## config.mk

```make
export PLATFORM = sky130hd
export DESIGN_NAME = piso_serializer
export DESIGN_NICKNAME = d
export VERILOG_FILES = /design/src/rtl/piso_serializer_pkg.sv /design/src/rtl/piso_serializer.sv
export SDC_FILE = /design/constraint.sdc
export NUM_CORES = 1
export LEC_CHECK = 0
export ABC_AREA = 1
export CORE_AREA = 10 10 47 49
export CTS_CLUSTER_DIAMETER = 150
export DETAILED_ROUTE_END_ITERATION = 7
export DIE_AREA = 0 0 57 59
export GPL_TIMING_DRIVEN = 0
export PLACE_DENSITY = 0.57
export REMOVE_ABC_BUFFERS = 1
export SLEW_MARGIN = 20
export SYNTH_ARGS = -nofsm -noshare
export SYNTH_HDL_FRONTEND = slang
export SYNTH_SLANG_ARGS = --single-unit
```

## constraint.sdc

```tcl
create_clock -name clk -period 3 [get_ports clk]
set_input_delay 0.6 -clock clk [delete_from_list [all_inputs] [get_ports clk]]
set_output_delay 0.6 -clock clk [all_outputs]
set_load 0.01 [all_outputs]
```

## src/rtl/piso_serializer_pkg.sv

```systemverilog
// Shared types and constants for the parallel-in/serial-out transmit stage.
package piso_serializer_pkg;

    typedef enum logic {
        IDLE  = 1'b0,
        SHIFT = 1'b1
    } state_t;

    // Line level while no frame is being transmitted.
    localparam logic IDLE_LEVEL_DEFAULT = 1'b0;

    // Bit-counter width for a given word width; never narrower than one bit.
    function automatic int cnt_width(input int width);
        return (width <= 2) ? 1 : $clog2(width);
    endfunction

endpackage

```

## src/rtl/piso_serializer.sv

```systemverilog
// Parallel-in/serial-out transmitter with a valid/ready load handshake.
// A loaded word appears on serial_out one bit per clock, starting the cycle
// after the load. A new word may be accepted while the last bit of the current
// word is on the line, so back-to-back words stream with no gap.
//
// state | meaning
// IDLE  | no frame on the line, serial_out at IDLE_LEVEL, ready for a word
// SHIFT | a data bit is on serial_out; cnt_q is its index within the word
module piso_serializer
    import piso_serializer_pkg::*;
#(
    parameter int   WIDTH      = 4,
    parameter bit   MSB_FIRST  = 1'b1,
    parameter logic IDLE_LEVEL = IDLE_LEVEL_DEFAULT
) (
    input  logic             clk,
    input  logic             reset,
    input  logic             load_valid,
    input  logic [WIDTH-1:0] load_data,
    output logic             load_ready,
    output logic             serial_out,
    output logic             frame_valid,
    output logic             frame_last,
    output logic             busy
);

    localparam int              CNT_W    = cnt_width(WIDTH);
    localparam logic [CNT_W-1:0] CNT_LAST = CNT_W'(WIDTH - 1);

    state_t           state_q;
    state_t           state_d;
    logic [CNT_W-1:0] cnt_q;
    logic [CNT_W-1:0] cnt_d;
    logic [WIDTH-1:0] hold_q;
    logic             serial_q;
    logic             last_q;
    logic             last_d;
    logic             load_fire;
    logic             at_last;

    // State register and bit counter.
    always_ff @(posedge clk) begin
        if (reset) begin
            state_q <= IDLE;
            cnt_q   <= '0;
        end else begin
            state_q <= state_d;
            cnt_q   <= cnt_d;
        end
    end

    // Next state, next count and handshake; ready never looks at load_valid.
    always_comb begin
        state_d    = state_q;
        cnt_d      = cnt_q;
        load_ready = 1'b0;
        at_last    = (cnt_q == CNT_LAST);
        case (state_q)
            IDLE: begin
                load_ready = !reset;
                if (load_valid && load_ready) begin
                    state_d = SHIFT;
                    cnt_d   = '0;
                end
            end
            SHIFT: begin
                load_ready = !reset && at_last;
                if (at_last) begin
                    cnt_d = '0;
                    if (!(load_valid && load_ready)) begin
                        state_d = IDLE;
                    end
                end else begin
                    cnt_d = cnt_q + 1'b1;
                end
            end
            default: begin
                state_d = IDLE;
                cnt_d   = '0;
            end
        endcase
        load_fire = load_valid && load_ready;
        last_d    = (state_d == SHIFT) && (cnt_d == CNT_LAST);
    end

    // Line driver: the first bit leaves straight from load_data, the rest are
    // shifted out of the holding register, which back-fills with zeros.
    always_ff @(posedge clk) begin
        if (reset) begin
            serial_q <= IDLE_LEVEL;
            last_q   <= 1'b0;
            hold_q   <= '0;
        end else begin
            last_q <= last_d;
            if (load_fire) begin
                serial_q <= MSB_FIRST ? load_data[WIDTH-1] : load_data[0];
                hold_q   <= MSB_FIRST ? {load_data[WIDTH-2:0], 1'b0}
                                      : {1'b0, load_data[WIDTH-1:1]};
            end else if (state_d == SHIFT) begin
                serial_q <= MSB_FIRST ? hold_q[WIDTH-1] : hold_q[0];
                hold_q   <= MSB_FIRST ? {hold_q[WIDTH-2:0], 1'b0}
                                      : {1'b0, hold_q[WIDTH-1:1]};
            end else begin
                serial_q <= IDLE_LEVEL;
                hold_q   <= '0;
            end
        end
    end

    assign serial_out  = serial_q;
    assign frame_last  = last_q;
    assign frame_valid = (state_q == SHIFT);
    assign busy        = frame_valid;

endmodule
```

==> results.md <==
- The flow ran to the end, and the final reports show no timing, DRC or antenna violations.
- The cell count after synthesis is 41.
- The largest single stage delay on the critical path is 0.55 ns.
- The number of gates resized after cts is 0.
- The number of maximum-capacitance violations is 0.
- The number of stages on the worst hold path is 2.
- The die boundary width is 57 µm.
- The transition time at the pin with the least slew margin is 0.3138 ns.
- The kind of cell with the highest combined delay along the critical path is buffers and inverters.
- On the critical path, the stage with the largest delay is an instance of clkdlybuf4s50_1.
- The number of warnings printed during yosys synthesis is 0.
- The proportion of synthesized chip area in sequential cells is 47.23%.
- The number of antenna diodes in the final layout is 0.
- The tightest hold path in the finished design has a slack of 0.4437 ns.
- The post-synthesis share of cell area spent on and, or, nand and nor gates is 27.31%.
- The cell seen most often among critical-path stages is clkdlybuf4s50_1.
- Setup repair after global routing left no endpoint under its margin.
- The number of setup violations in the final report is 0.
- The reg2reg setup slack is 1.95 ns.
- The class of the tightest hold or removal check is flip-flop to flip-flop.
- The number of synthesized register bits is 8.
- In this run the cell area of the synthesized design comes to 339.1 µm².
- The adder-cell area share of the yosys netlist is 3.690%.
- In this run the power density over the cells is 502.7 nW/µm².
- The complex-gate fraction of the synthesized area is 10.70%.
- During I/O placement, the number of pins put on the boundary was 12.
- The static leakage is 0.0002034 µW.
- The net count of the finished layout is 64.
- The ratio of cells with drive above 1 in the final layout is 22.22%.
- The HPWL reported at the end of detailed placement is 547.8 µm.
- For the worst setup path, the data required time is 2.40 ns.
- The multiplexer area fraction after synthesis is 0%.
- The endpoint class of the critical path is an output port.
- The region available for standard cell placement spans 1401 µm².
- The area growth from synthesis to layout is 42.80%.
- The number of placement rows is 14.
- The parity-gate share of the synthesized area counting xor and xnor cells is 0%.
- The starting utilization of the core area is 24.20%.
- STA classifies the critical path startpoint as an input port.
- Based on the critical path, the design can be clocked at up to 0.4214 GHz.
- After global routing the overflow that remains totals 0.
- In this run the tool buffered the top-level ports with 11 buffer cells.
- The power after layout is 243.4 µW.
- The die covers 3363 µm².
- For the final database, setup skew stands at 0.001381 ns.
- The clock transition at the register clock pins on the worst setup and hold paths after CTS is 0.06 ns.
- The count of buffering cells on the critical path with inverters included is 2.
- The time the worst path needs with I/O delays and setup is 2.373 ns.
- In this run the tightest slew margin relative to its limit is 79.05%.
- Adding up every negative setup slack in the final design gives 0 ns.
- The die is 59 µm tall.
- The number of cells on the worst reg-to-reg path is 4.
- Detailed routing inserted a total of 297 vias.
- The kind of critical path is input port to output port.
- Once placement completed, the tool counted placed cells totaling 67.
- The latest clock arrival within the worst-skew pair is 0.25 ns.
- The number of iterations in the first detailed-routing pass is 4.
- The wire length of the first global-routing pass is 1.207 mm.
- The worst IR drop on VDD is 0.2347 mV.
- TritonCTS built the clock tree.
- The per-cell routed wire length is 10.66 µm.
- Clock tree synthesis found a total of 8 sinks.
- The critical path goes through clkdlybuf4s50_1 -> a21oi_1 -> clkdlybuf4s50_1.
- Across every metal layer, demand over resource in global routing totals 4.727%.
- The post-route DRC violation count is 0.
- The post-CTS repair timing setup buffer count is 0.
- Wires add up to 746 µm.
- The per-cell via count in the routed design is 4.243.
- The initial antenna violation count is 0.
- The portion of the clock cycle consumed by the worst path in the final layout is 79.11%.
- The final number of max-transition violations was 0.
- The maximum fanout encountered on the critical timing path is 4.
- The largest net degree at the start of global routing is 10.
- After synthesis, the mean cell area works out to 8.270 µm².
- The maximum level of the CTS H-tree is 1.
- The number of buffers added to fix hold violations after cts is 0.
- The count of cell types in the netlist is 15.
- For this run, the number of standard cells in the final layout without fillers is 70.
- The number of buffers on the longest clock path is 2.
- After the first detailed-routing iteration, the DRC count stood at 5.
- The arrival time at the worst endpoint is 1.77 ns.
- Counting the buffers created by CTS gives 3.
- The largest family of logic cells by synthesized area is simple AND/OR/NAND/NOR gates.
- The congestion estimate from routability-driven global placement came to 0.7204.
- The total count of hold-check failures in the final report came to 0.
- The via count of the first global-routing pass came to 303.
- The library cell used most frequently in the layout, excluding fill and tap cells, is clkdlybuf4s50_1.
- The count of nets left with antenna violations once routing finished came out at 0.
- The cell count along the critical path is 3.
- The tree is rooted in a clkbuf_4.
- The library cells used most frequently in the layout, excluding fill and tap cells, are 11 x clkdlybuf4s50_1, 8 x dfxtp_1, 7 x inv_1.
state kept, by name (all words and copies together), names as in the netlist:
name,flops
cnt_q,2
serial_out,1
frame_last,1
busy,1
hold_q,3
cell usage after synthesis:
master	n	area share, %
o21ai_0	3	4.4
and3_1	1	1.8
nand3_1	4	5.9
a21boi_2	1	3.3
nand2_1	2	2.2
buf_4	1	2.2
inv_1	7	7.8
inv_2	1	1.1
nor2_2	1	1.8
nand3_2	1	3.0
nand2_2	5	9.2
a21oi_1	2	3.0
ha_1	1	3.7
dfxtp_1	8	47
nor2_1	3	3.3
cell type report:
class / count / area, µm²
clock buffers: 3 / 22.52
fillers: 170 / 917.1
inverters: 8 / 30.03
multi-input cells: 24 / 141.4
flip-flops and latches: 8 / 160.2
well taps: 16 / 20.02
repair buffers: 11 / 110.1
metal layers:
metal	track usage, %	vias up	routed length [µm]	share of wire [%]
met4	1.007	0	0	0
met1	3.837	127	288	39
met5	0	-	0	0
met2	6.822	14	308	41
met3	6.438	0	149	20
li1	-	156	-	-
worst paths after layout:
| kind | startpoint | endpoint |
|---|---|---|
| max | reset | load_ready |
| min | hold_q[1] | hold_q[2] |
| max reg2reg | cnt_q[0] | hold_q[1] |
| min reg2reg | hold_q[1] | hold_q[2] |
worst reg2reg max path: stages, from the launching register on:
cell     delay [ns]
dfxtp_1        0.31
ha_1           0.18
inv_1          0.12
nand2_1        0.13
and3_1         0.21
report_power, final:
| part | switching [µW] | internal [µW] |
|---|---|---|
| combinational | 19.7 | 22.9 |
| sequential | 4.98 | 113 |
| clock | 37.4 | 45.8 |
through the flow:
step	instance area (µm²)	utilization, %	setup slack [ns]
2_1_floorplan	331.6	-	1.601
6_report	484.2	34.55	0.6268
3_5_place_dp	461.7	32.95	0.6220
3_3_place_gp	461.7	32.95	0.6185
4_1_cts	484.2	34.55	0.5991
5_1_grt	484.2	34.55	0.5304
logic make-up after synthesis:
group | Yosys count
AND/OR/NAND/NOR | 17
buffers and inverters | 9
flip-flops | 8
AO/OA/AOI/OAI | 6
adder cells (fa/ha/maj) | 1
(Power assumes the default switching activity.)
